`config.mk`:
```
export PLATFORM = sky130hd
export DESIGN_NAME = dct_coef_quantizer
export DESIGN_NICKNAME = d
export VERILOG_FILES = /design/src/rtl/dct_pkg.sv /design/src/rtl/dct_round_sat.sv /design/src/rtl/dct_coef_quantizer.sv
export SDC_FILE = /design/constraint.sdc
export NUM_CORES = 1
export LEC_CHECK = 0
export BUFFER_PORTS_ARGS = -buffer_cell sky130_fd_sc_hd__buf_2
export CAP_MARGIN = 20
export CORE_MARGIN = 4
export CORE_UTILIZATION = 35
export DETAILED_ROUTE_END_ITERATION = 10
export PLACE_DENSITY = 0.47
export SYNTH_ARGS = -nofsm -noshare
export SYNTH_HDL_FRONTEND = slang
export SYNTH_SLANG_ARGS = --single-unit
```
`constraint.sdc`:
```
create_clock -name clk -period 11.45 [get_ports clk]
set_clock_uncertainty 0.2 [all_clocks]
set_input_delay 1.145 -clock clk [delete_from_list [all_inputs] [get_ports clk]]
set_output_delay 1.145 -clock clk [all_outputs]
set_load 0.01 [all_outputs]
```
`src/rtl/dct_pkg.sv`:
```
// Shared constants for the DCT coefficient path: quantizer table, its
// reciprocals, the raster-to-zigzag map and default datapath widths.
package dct_pkg;

  localparam int ACC_W_DEF = 24;
  localparam int OUT_W_DEF = 12;
  localparam int FRAC_DEF  = 16;
  localparam int BLK_SIZE  = 64;

  typedef logic [5:0] coef_idx_t;
  typedef logic [FRAC_DEF:0] recip_t;

  // JPEG luminance quantizer, raster order (row-major, x is the fast index)
  localparam logic [7:0] QTAB [BLK_SIZE] = '{
    8'd16,  8'd11,  8'd10,  8'd16,  8'd24,  8'd40,  8'd51,  8'd61,
    8'd12,  8'd12,  8'd14,  8'd19,  8'd26,  8'd58,  8'd60,  8'd55,
    8'd14,  8'd13,  8'd16,  8'd24,  8'd40,  8'd57,  8'd69,  8'd56,
    8'd14,  8'd17,  8'd22,  8'd29,  8'd51,  8'd87,  8'd80,  8'd62,
    8'd18,  8'd22,  8'd37,  8'd56,  8'd68,  8'd109, 8'd103, 8'd77,
    8'd24,  8'd35,  8'd55,  8'd64,  8'd81,  8'd104, 8'd113, 8'd92,
    8'd49,  8'd64,  8'd78,  8'd87,  8'd103, 8'd121, 8'd120, 8'd101,
    8'd72,  8'd92,  8'd95,  8'd98,  8'd112, 8'd100, 8'd103, 8'd99
  };

  // round(2^FRAC / q), evaluated at elaboration time only
  function automatic recip_t recip_of(input logic [7:0] q);
    logic [31:0] num;
    num = (32'd1 << FRAC_DEF) + 32'(q >> 1);
    return recip_t'(num / 32'(q));
  endfunction

  localparam recip_t RECIP [BLK_SIZE] = '{
    recip_of(QTAB[0]),  recip_of(QTAB[1]),  recip_of(QTAB[2]),  recip_of(QTAB[3]),
    recip_of(QTAB[4]),  recip_of(QTAB[5]),  recip_of(QTAB[6]),  recip_of(QTAB[7]),
    recip_of(QTAB[8]),  recip_of(QTAB[9]),  recip_of(QTAB[10]), recip_of(QTAB[11]),
    recip_of(QTAB[12]), recip_of(QTAB[13]), recip_of(QTAB[14]), recip_of(QTAB[15]),
    recip_of(QTAB[16]), recip_of(QTAB[17]), recip_of(QTAB[18]), recip_of(QTAB[19]),
    recip_of(QTAB[20]), recip_of(QTAB[21]), recip_of(QTAB[22]), recip_of(QTAB[23]),
    recip_of(QTAB[24]), recip_of(QTAB[25]), recip_of(QTAB[26]), recip_of(QTAB[27]),
    recip_of(QTAB[28]), recip_of(QTAB[29]), recip_of(QTAB[30]), recip_of(QTAB[31]),
    recip_of(QTAB[32]), recip_of(QTAB[33]), recip_of(QTAB[34]), recip_of(QTAB[35]),
    recip_of(QTAB[36]), recip_of(QTAB[37]), recip_of(QTAB[38]), recip_of(QTAB[39]),
    recip_of(QTAB[40]), recip_of(QTAB[41]), recip_of(QTAB[42]), recip_of(QTAB[43]),
    recip_of(QTAB[44]), recip_of(QTAB[45]), recip_of(QTAB[46]), recip_of(QTAB[47]),
    recip_of(QTAB[48]), recip_of(QTAB[49]), recip_of(QTAB[50]), recip_of(QTAB[51]),
    recip_of(QTAB[52]), recip_of(QTAB[53]), recip_of(QTAB[54]), recip_of(QTAB[55]),
    recip_of(QTAB[56]), recip_of(QTAB[57]), recip_of(QTAB[58]), recip_of(QTAB[59]),
    recip_of(QTAB[60]), recip_of(QTAB[61]), recip_of(QTAB[62]), recip_of(QTAB[63])
  };

  // Raster index -> zigzag position
  localparam coef_idx_t ZIGZAG [BLK_SIZE] = '{
    6'd0,  6'd1,  6'd5,  6'd6,  6'd14, 6'd15, 6'd27, 6'd28,
    6'd2,  6'd4,  6'd7,  6'd13, 6'd16, 6'd26, 6'd29, 6'd42,
    6'd3,  6'd8,  6'd12, 6'd17, 6'd25, 6'd30, 6'd41, 6'd43,
    6'd9,  6'd11, 6'd18, 6'd24, 6'd31, 6'd40, 6'd44, 6'd53,
    6'd10, 6'd19, 6'd23, 6'd32, 6'd39, 6'd45, 6'd52, 6'd54,
    6'd20, 6'd22, 6'd33, 6'd38, 6'd46, 6'd51, 6'd55, 6'd60,
    6'd21, 6'd34, 6'd37, 6'd47, 6'd50, 6'd56, 6'd59, 6'd61,
    6'd35, 6'd36, 6'd48, 6'd49, 6'd57, 6'd58, 6'd62, 6'd63
  };

endpackage

```
`src/rtl/dct_round_sat.sv`:
```
// Fixed-point product -> integer: round half away from zero, drop FRAC
// fraction bits, then clamp to the signed OUT_W range.
module dct_round_sat #(
  parameter int P_W   = 42,
  parameter int FRAC  = 16,
  parameter int OUT_W = 12
) (
  input  logic signed [P_W-1:0]   prod_i,
  output logic signed [OUT_W-1:0] q_o
);

  localparam logic [P_W-1:0] HALF    = P_W'(1) << (FRAC - 1);
  localparam logic [P_W-1:0] POS_LIM = (P_W'(1) << (OUT_W - 1)) - P_W'(1);
  localparam logic [P_W-1:0] NEG_LIM = P_W'(1) << (OUT_W - 1);

  logic           neg;
  logic [P_W-1:0] mag;
  logic [P_W-1:0] rnd;

  // Work on the magnitude so rounding is symmetric about zero
  always_comb begin
    neg = prod_i[P_W-1];
    mag = neg ? $unsigned(-prod_i) : $unsigned(prod_i);
    rnd = (mag + HALF) >> FRAC;
    if (!neg) begin
      q_o = (rnd > POS_LIM) ? OUT_W'(POS_LIM) : rnd[OUT_W-1:0];
    end else begin
      q_o = (rnd > NEG_LIM) ? OUT_W'(NEG_LIM) : -(rnd[OUT_W-1:0]);
    end
  end

endmodule

```
`src/rtl/dct_coef_quantizer.sv`:
```
// Captures DCT coefficients on the controller's ready pulse, quantizes them
// with the reciprocal table, saturates, and writes them in zigzag order.
// Pipeline: capture -> table lookup -> multiply -> round/saturate/write.
module dct_coef_quantizer
  import dct_pkg::*;
#(
  parameter int ACC_W = ACC_W_DEF,
  parameter int OUT_W = OUT_W_DEF,
  parameter int FRAC  = FRAC_DEF
) (
  input  logic                    clk,
  input  logic                    rst_in,
  input  logic                    start,
  input  logic                    ready,
  input  logic [2:0]              x,
  input  logic [2:0]              y,
  input  logic signed [ACC_W-1:0] mac_in,
  output logic                    wr_en,
  output logic [5:0]              wr_addr,
  output logic signed [OUT_W-1:0] wr_data,
  output logic                    block_done,
  output logic                    seq_err
);

  localparam int P_W = ACC_W + FRAC + 2;

  // *_cnt_q marks entries that belong to the current block; start clears
  // it for everything already in flight so old writes do not count.
  logic                    s1_valid_q, s1_cnt_q;
  logic signed [ACC_W-1:0] s1_mac_q;
  coef_idx_t               s1_idx_q;
  logic                    s2_valid_q, s2_cnt_q;
  logic signed [ACC_W-1:0] s2_mac_q;
  logic [FRAC:0]           s2_recip_q;
  coef_idx_t               s2_zz_q;
  logic                    s3_valid_q, s3_cnt_q;
  logic signed [P_W-1:0]   s3_prod_q;
  coef_idx_t               s3_zz_q;

  coef_idx_t               exp_idx_q, exp_idx_d, exp_base;
  logic                    seq_err_q, seq_err_d;
  logic [5:0]              wr_cnt_q, wr_cnt_d;
  logic                    block_done_q, block_done_d;
  logic                    count_now;
  logic                    wr_en_q;
  coef_idx_t               wr_addr_q;
  logic signed [OUT_W-1:0] wr_data_q;
  logic signed [OUT_W-1:0] rounded;

  // Order check at capture; start restarts the block at index 0
  always_comb begin
    exp_base  = start ? '0 : exp_idx_q;
    exp_idx_d = exp_base;
    seq_err_d = start ? 1'b0 : seq_err_q;
    if (ready) begin
      if (coef_idx_t'({y, x}) != exp_base) seq_err_d = 1'b1;
      exp_idx_d = exp_base + 6'd1;
    end
  end

  // Count writes of the current block; flag the last one
  always_comb begin
    count_now    = s3_valid_q & s3_cnt_q & ~start;
    wr_cnt_d     = start ? '0 : wr_cnt_q;
    block_done_d = 1'b0;
    if (count_now) begin
      block_done_d = (wr_cnt_q == 6'(BLK_SIZE - 1));
      wr_cnt_d     = wr_cnt_q + 6'd1;
    end
  end

  dct_round_sat #(
    .P_W  (P_W),
    .FRAC (FRAC),
    .OUT_W(OUT_W)
  ) u_round_sat (
    .prod_i(s3_prod_q),
    .q_o   (rounded)
  );

  // Pipeline registers, counters and registered outputs
  always_ff @(posedge clk or posedge rst_in) begin
    if (rst_in) begin
      s1_valid_q   <= 1'b0;
      s1_cnt_q     <= 1'b0;
      s1_mac_q     <= '0;
      s1_idx_q     <= '0;
      s2_valid_q   <= 1'b0;
      s2_cnt_q     <= 1'b0;
      s2_mac_q     <= '0;
      s2_recip_q   <= '0;
      s2_zz_q      <= '0;
      s3_valid_q   <= 1'b0;
      s3_cnt_q     <= 1'b0;
      s3_prod_q    <= '0;
      s3_zz_q      <= '0;
      exp_idx_q    <= '0;
      seq_err_q    <= 1'b0;
      wr_cnt_q     <= '0;
      block_done_q <= 1'b0;
      wr_en_q      <= 1'b0;
      wr_addr_q    <= '0;
      wr_data_q    <= '0;
    end else begin
      s1_valid_q <= ready;
      s1_cnt_q   <= ready;
      if (ready) begin
        s1_mac_q <= mac_in;
        s1_idx_q <= coef_idx_t'({y, x});
      end
      s2_valid_q <= s1_valid_q;
      s2_cnt_q   <= s1_cnt_q & ~start;
      if (s1_valid_q) begin
        s2_mac_q   <= s1_mac_q;
        s2_recip_q <= (FRAC + 1)'(RECIP[s1_idx_q]);
        s2_zz_q    <= ZIGZAG[s1_idx_q];
      end
      s3_valid_q <= s2_valid_q;
      s3_cnt_q   <= s2_cnt_q & ~start;
      if (s2_valid_q) begin
        s3_prod_q <= P_W'(s2_mac_q) * P_W'($signed({1'b0, s2_recip_q}));
        s3_zz_q   <= s2_zz_q;
      end
      exp_idx_q    <= exp_idx_d;
      seq_err_q    <= seq_err_d;
      wr_cnt_q     <= wr_cnt_d;
      block_done_q <= block_done_d;
      wr_en_q      <= s3_valid_q;
      if (s3_valid_q) begin
        wr_addr_q <= s3_zz_q;
        wr_data_q <= rounded;
      end
    end
  end

  assign wr_en      = wr_en_q;
  assign wr_addr    = wr_addr_q;
  assign wr_data    = wr_data_q;
  assign block_done = block_done_q;
  assign seq_err    = seq_err_q;

endmodule

```
Word level (Yosys, flattened, before mapping):

Memory sizes are Yosys's and may differ from the RTL's. A register that Yosys moved wholly into a read port is not among the register bits.
Cells that the tools add are included.

* memories: 2
* input port bits: 34
* output and inout bits: 21
* register bits after elaboration: 140
* bits in read-only memories: 1472
* logic and storage cells: 48

Memories
* (name not given): depth 64, width 17, rd ports 1, clocked after memory_dff 1, write ports 0, RTL line dct_coef_quantizer.sv:115 `s2_recip_q <= (FRAC + 1)'(RECIP[s1_idx_q]);`
* (name not given): depth 64, width 6, rd ports 1, clocked after memory_dff 1, write ports 0, RTL line dct_coef_quantizer.sv:116 `s2_zz_q <= ZIGZAG[s1_idx_q];`

* reduce and logical (&&, ||, !) cells: 1
* add/sub/neg operators: 5
* equality and inequality tests: 2
* magnitude comparators: 2
* multiplexer cells: 12
* bitwise logic cells: 6
* multiply operators: 1

Operators by type and width (number)
* 42-bit by 16-bit adder with 42-bit output, second input constant: 1
* 24-bit by 18-bit multiplier with 42-bit output: 1
* 42-bit two-way mux: 1
* 42-bit negation: 1
* 12-bit two-way mux: 3
* 26-bit by 11-bit > comparator with 1-bit output, second input constant: 1
* 26-bit by 12-bit > comparator with 1-bit output, second input constant: 1
* 6-bit two-way mux: 4
* 6-bit by 1-bit adder with 6-bit output, second input constant: 2
* 12-bit negation: 1
* 6-bit inverter with 7-bit output: 1
* 6-bit equality test, second input constant: 1
* 6-bit inequality test: 1
* 1-bit AND: 4
* 1-bit two-way mux: 4
* 2-bit nonzero test: 1
* 1-bit inverter: 1

Logic depth before layout (Yosys ltp):

* depth in word-level cells: 6
* mapped depth: 27
* gate-level depth less buffers: 26

Modules after synthesis:

Synthesis repeated with hierarchy kept, for this count alone.

* cell total of the unflattened synthesis: 2475
* area total of the unflattened synthesis: 22288.9 um2

Modules (own cells, without submodules)
* dct_coef_quantizer: cells each 2142, instances 1, seq. area each 3978.8 um2, area each 20085.5 um2
* dct_round_sat: cells each 333, instances 1, seq. area each 0.0 um2, area each 2203.4 um2

Worst setup path before layout:

No wires, ideal clock.

* kind: register to register
* start: register s2_recip_q[8]
* end: register s3_prod_q[38]
* setup time: 120 ps
* buffers on the path: 1
* slack: 4495 ps
* clock period less this slack: 6955 ps
* required time: 11130 ps
* stages on the path, launching flop included: 27
* data arrival time: 6635 ps
* cells stage by stage: dfrtp_1 clkbuf_1 and2_1 fa_1 inv_1 fa_1 fa_1 inv_1 fa_1 fa_1 inv_1 fa_1 inv_1 ha_1 a21o_1 a21o_1 a211o_1 a21o_1 a31oi_1 o21ai_0 a21oi_1 o211ai_1 o21ai_0 o2111ai_1 a21o_1 or2_2 a31o_2

* longest elaborated chain between the ends: 1

RTL lines
* from (decl): RTL line dct_coef_quantizer.sv:34 `logic [FRAC:0] s2_recip_q;`
* 24-bit by 18-bit multiplier with 42-bit output: RTL line dct_coef_quantizer.sv:121 `s3_prod_q <= P_W'(s2_mac_q) * P_W'($signed({1'b0, s2_recip_q}));`
* to (signal assigned): RTL line dct_coef_quantizer.sv:121
* to (decl): RTL line dct_coef_quantizer.sv:37 `logic signed [P_W-1:0] s3_prod_q;`

No other way between the ends.
A chain may end at the register's enable or synchronous reset.

Worst setup path in the final report:

* start: register s2_recip_q[4]
* end: register s3_prod_q[39]

The elaborated chain is that of the path after synthesis.

==> impl_metrics.csv <==
group,metric,value,unit
cells_and_area,antenna_cells,0,
cells_and_area,nFillCells,6411,
clock_tree,cts.clk_slew.worst_paths,0.09,ns
floorplan,dieArea,66300,sq um
timing,timing.final.crit_period,8.52,ns
yosys,async_flop_share,100,%
timing,fin_setup_tns,0,ns
floorplan,ios,55,
clock_tree,clockBufferDepth,2,
cells_and_area,area_growth,7.02,%
yosys,syn_avg_cell_area,8.99,sq um
yosys,yosys_warnings,0,
clock_tree,post_cts_resized,0,
clock_tree,postCtsSetupRepairBufs,0,
clock_tree,clock_sinks,159,
yosys,ys.flop_type,"dfrtp_1",
yosys,yosysTopAreaCellShare,26.5,%
route,drt-vias-per-instance,5.00,
critical_path,worstPathArrival,8.68,ns
status,outcome,"completed",
clock_tree,clk_latency,0.50,ns
yosys,synth_area_leaders,"fa_1 26%, dfrtp_1 18%, and2_1 8.2%",
critical_path,regToRegSetupSlack,2.93,ns
grt,grt_pass1_wl,94100,microns
timing,relSlewSlack,10.4,%
yosys,ys_seq_area_share,18.3,%
yosys,synth_common_cells,"443 x inv_1, 288 x fa_1, 286 x and2_1",
timing,rsz0062_at_grt,"no",
yosys,syn_area,21800,sq um
critical_path,critPathMaxFanout,25,
timing,setup_viol,0,
critical_path,cp_common_cell,"fa_1",
timing,worst_pin_slew,1.31,ns
clock_tree,cts_root_buffer,"clkbuf_16",
route,routedWlPerCell,17.3,microns
cells_and_area,drive_above_1_share,10.1,%
grt,first_global_vias,17200,
place,portBuffers,54,
cells_and_area,nNetsFinal,2828,
yosys,ys_ff_latch,159,
grt,antenna_found_initial,1,
route,drtIter0Drc,795,
floorplan,die_x,258,microns
critical_path,crit_path_max_incr_delay,1.01,ns
grt,grt_start_max_net_pins,97,
timing,hold_viol,0,
job,cap_viol_max_count,0,
clock_tree,cts_tree,"built",
critical_path,critical_path.slowest_cell,"a2111oi_0",
critical_path,crit_chain,"and2_1, fa_1, inv_1, fa_1, fa_1, inv_1, fa_1, fa_1, inv_1, fa_1, inv_1, ha_1, nand3_1, a2111oi_0, nor2_1, o31ai_1, a311oi_1, o21ai_0, a21o_1, a31oi_1, xnor2_1, mux2_2",
timing,period_share,74.4,%
min_path,holdPathStages,1,
yosys,yosys.area.top_type,"fa_1",
timing,fmax,0.117,GHz
critical_path,crit_cells,22,
place,hpwl,43400,microns
min_path,hp-class,"flip-flop to flip-flop",
critical_path,r2r_cells,22,
critical_path,worst_setup_path_end_kind,"flip-flop",
route,vias,16100,
yosys,yosysMostFrequentCell,"inv_1",
yosys,synth.distinct_cells,86,
route,ant_nets,0,
yosys,synth_edf_count,0,
yosys,syn_nets,2878,
floorplan,num_rows,91,
route,wirelength,55800,microns
grt,grt_usage,17.6,%
critical_path,crit_buf_inv,4,
clock_tree,numCtsBuffers,17,
floorplan,die_h,258,microns
floorplan,start_util,35.3,%
clock_tree,cts_hold_buffers,0,
clock_tree,htree_levels,4,
floorplan,coreArea,61700,sq um
route,drc,0,
cells_and_area,fin_util,37.8,%
route,dr.pass1.iters,5,
yosys,synth_cells,2425,
critical_path,path_class,"flip-flop to flip-flop",
critical_path,start_kind,"flip-flop",
critical_path,worstPathRequired,11.62,ns
timing,drv_slew,0,
place,gp_congestion,0.870,
grt,overflow,0,
critical_path,critical-path-top-delay-family,"adder cells",
layer usage:
| metal | GRT usage, % | part of all wire, % | vias to the layer above |
|---|---|---|---|
| met1 | 24.5 | 48 | 8205 |
| met3 | 2.76 | 2.9 | 50 |
| li1 | - | - | 7659 |
| met2 | 28.9 | 47 | 200 |
| met5 | 0 | 0 | - |
| met4 | 4.33 | 1.8 | 0 |
worst paths after layout:
check,to,from
min in group asynchronous,wr_data[9],rst_in
max reg2reg,s3_prod_q[39],s2_recip_q[4]
max in group asynchronous,s1_cnt_q,rst_in
max,s3_prod_q[39],s2_recip_q[4]
min,wr_data[2],wr_data[2]
min reg2reg,wr_data[2],wr_data[2]
cell families (layout without fill, tap and decap cells):
kind of cell               count (synthesis)  count (layout)  share of synthesized area [%]
muxes                                    113             113                           5.94
buffers and inverters                    581             544                           10.0
DFF                                      159             159                           18.3
adders and majority gates                419             419                           34.0
AOI/OAI and AO/OA                        356             356                           10.7
and+or+nand+nor                          717             717                           17.9
xor gates and xnor gates                  80              80                           3.21
cell type report:
cell class              count  area (sq um)  area share [%]
inverters                 445          1680            7.18
repair buffers             67           368            1.58
multi-input cells        1685         15600            67.0
clock buffers              17           425            1.82
clock inverters            15           196           0.842
flip-flops and latches    159          3980            17.1
well taps                 837          1050            4.49
registers in the layout (all words and copies together) (netlist names):
name / flops
s2_cnt_q: 1
s2_recip_q: 13
wr_cnt_q: 6
wr_en: 1
s3_valid_q: 1
s1_mac_q: 24
s2_mac_q: 24
s3_prod_q: 42
seq_err: 1
s1_cnt_q: 1
s2_zz_q: 6
wr_addr: 6
exp_idx_q: 6
wr_data: 12
s2_valid_q: 1
block_done: 1
s1_idx_q: 6
s3_zz_q: 6
s3_cnt_q: 1
cells in the final DEF (no fill, tap or decap), drive strengths merged, types with 14 or more instances in the layout:
cell	instances
a211oi	14
a21o	18
a21oi	99
a31oi	16
and2	286
buf	67
clkbuf	17
dfrtp	159
fa	288
ha	131
inv	451
mux2	100
nand2	139
nand2b	21
nand3	31
nand4	16
nor2	100
nor2b	21
nor3	40
o211ai	14
o21ai	85
o31ai	15
xnor2	49
xor2	31
through the flow:
stage                     std cells  setup WS, ns  instance area [sq um]  hold slack [ns]
after floorplan                2425          4.49                  21800            0.152
after global placement         3193          3.18                  22700            0.262
after detailed placement       3193          3.09                  22700            0.263
after CTS                      3225          3.04                  23300            0.280
after global routing           3225          2.47                  23300            0.302
final                          3225          2.93                  23300            0.273
worst register-to-register path: stages, from the launching register on:
cell and delay (ns):
dfrtp_1 0.91, and2_1 0.28, fa_1 0.43, inv_1 0.08, fa_1 0.43, fa_1 0.51
inv_1 0.05, fa_1 0.46, fa_1 0.56, inv_1 0.06, fa_1 0.52, inv_1 0.04
ha_1 0.37, nand3_1 0.10, a2111oi_0 1.01, nor2_1 0.18, o31ai_1 0.62, a311oi_1 0.30
o21ai_0 0.50, a21o_1 0.22, a31oi_1 0.11, xnor2_1 0.14, mux2_2 0.27
Power is left out: the tool's default activity adds up to more than one toggle a clock period on the data nets, which glitch-free logic cannot reach.
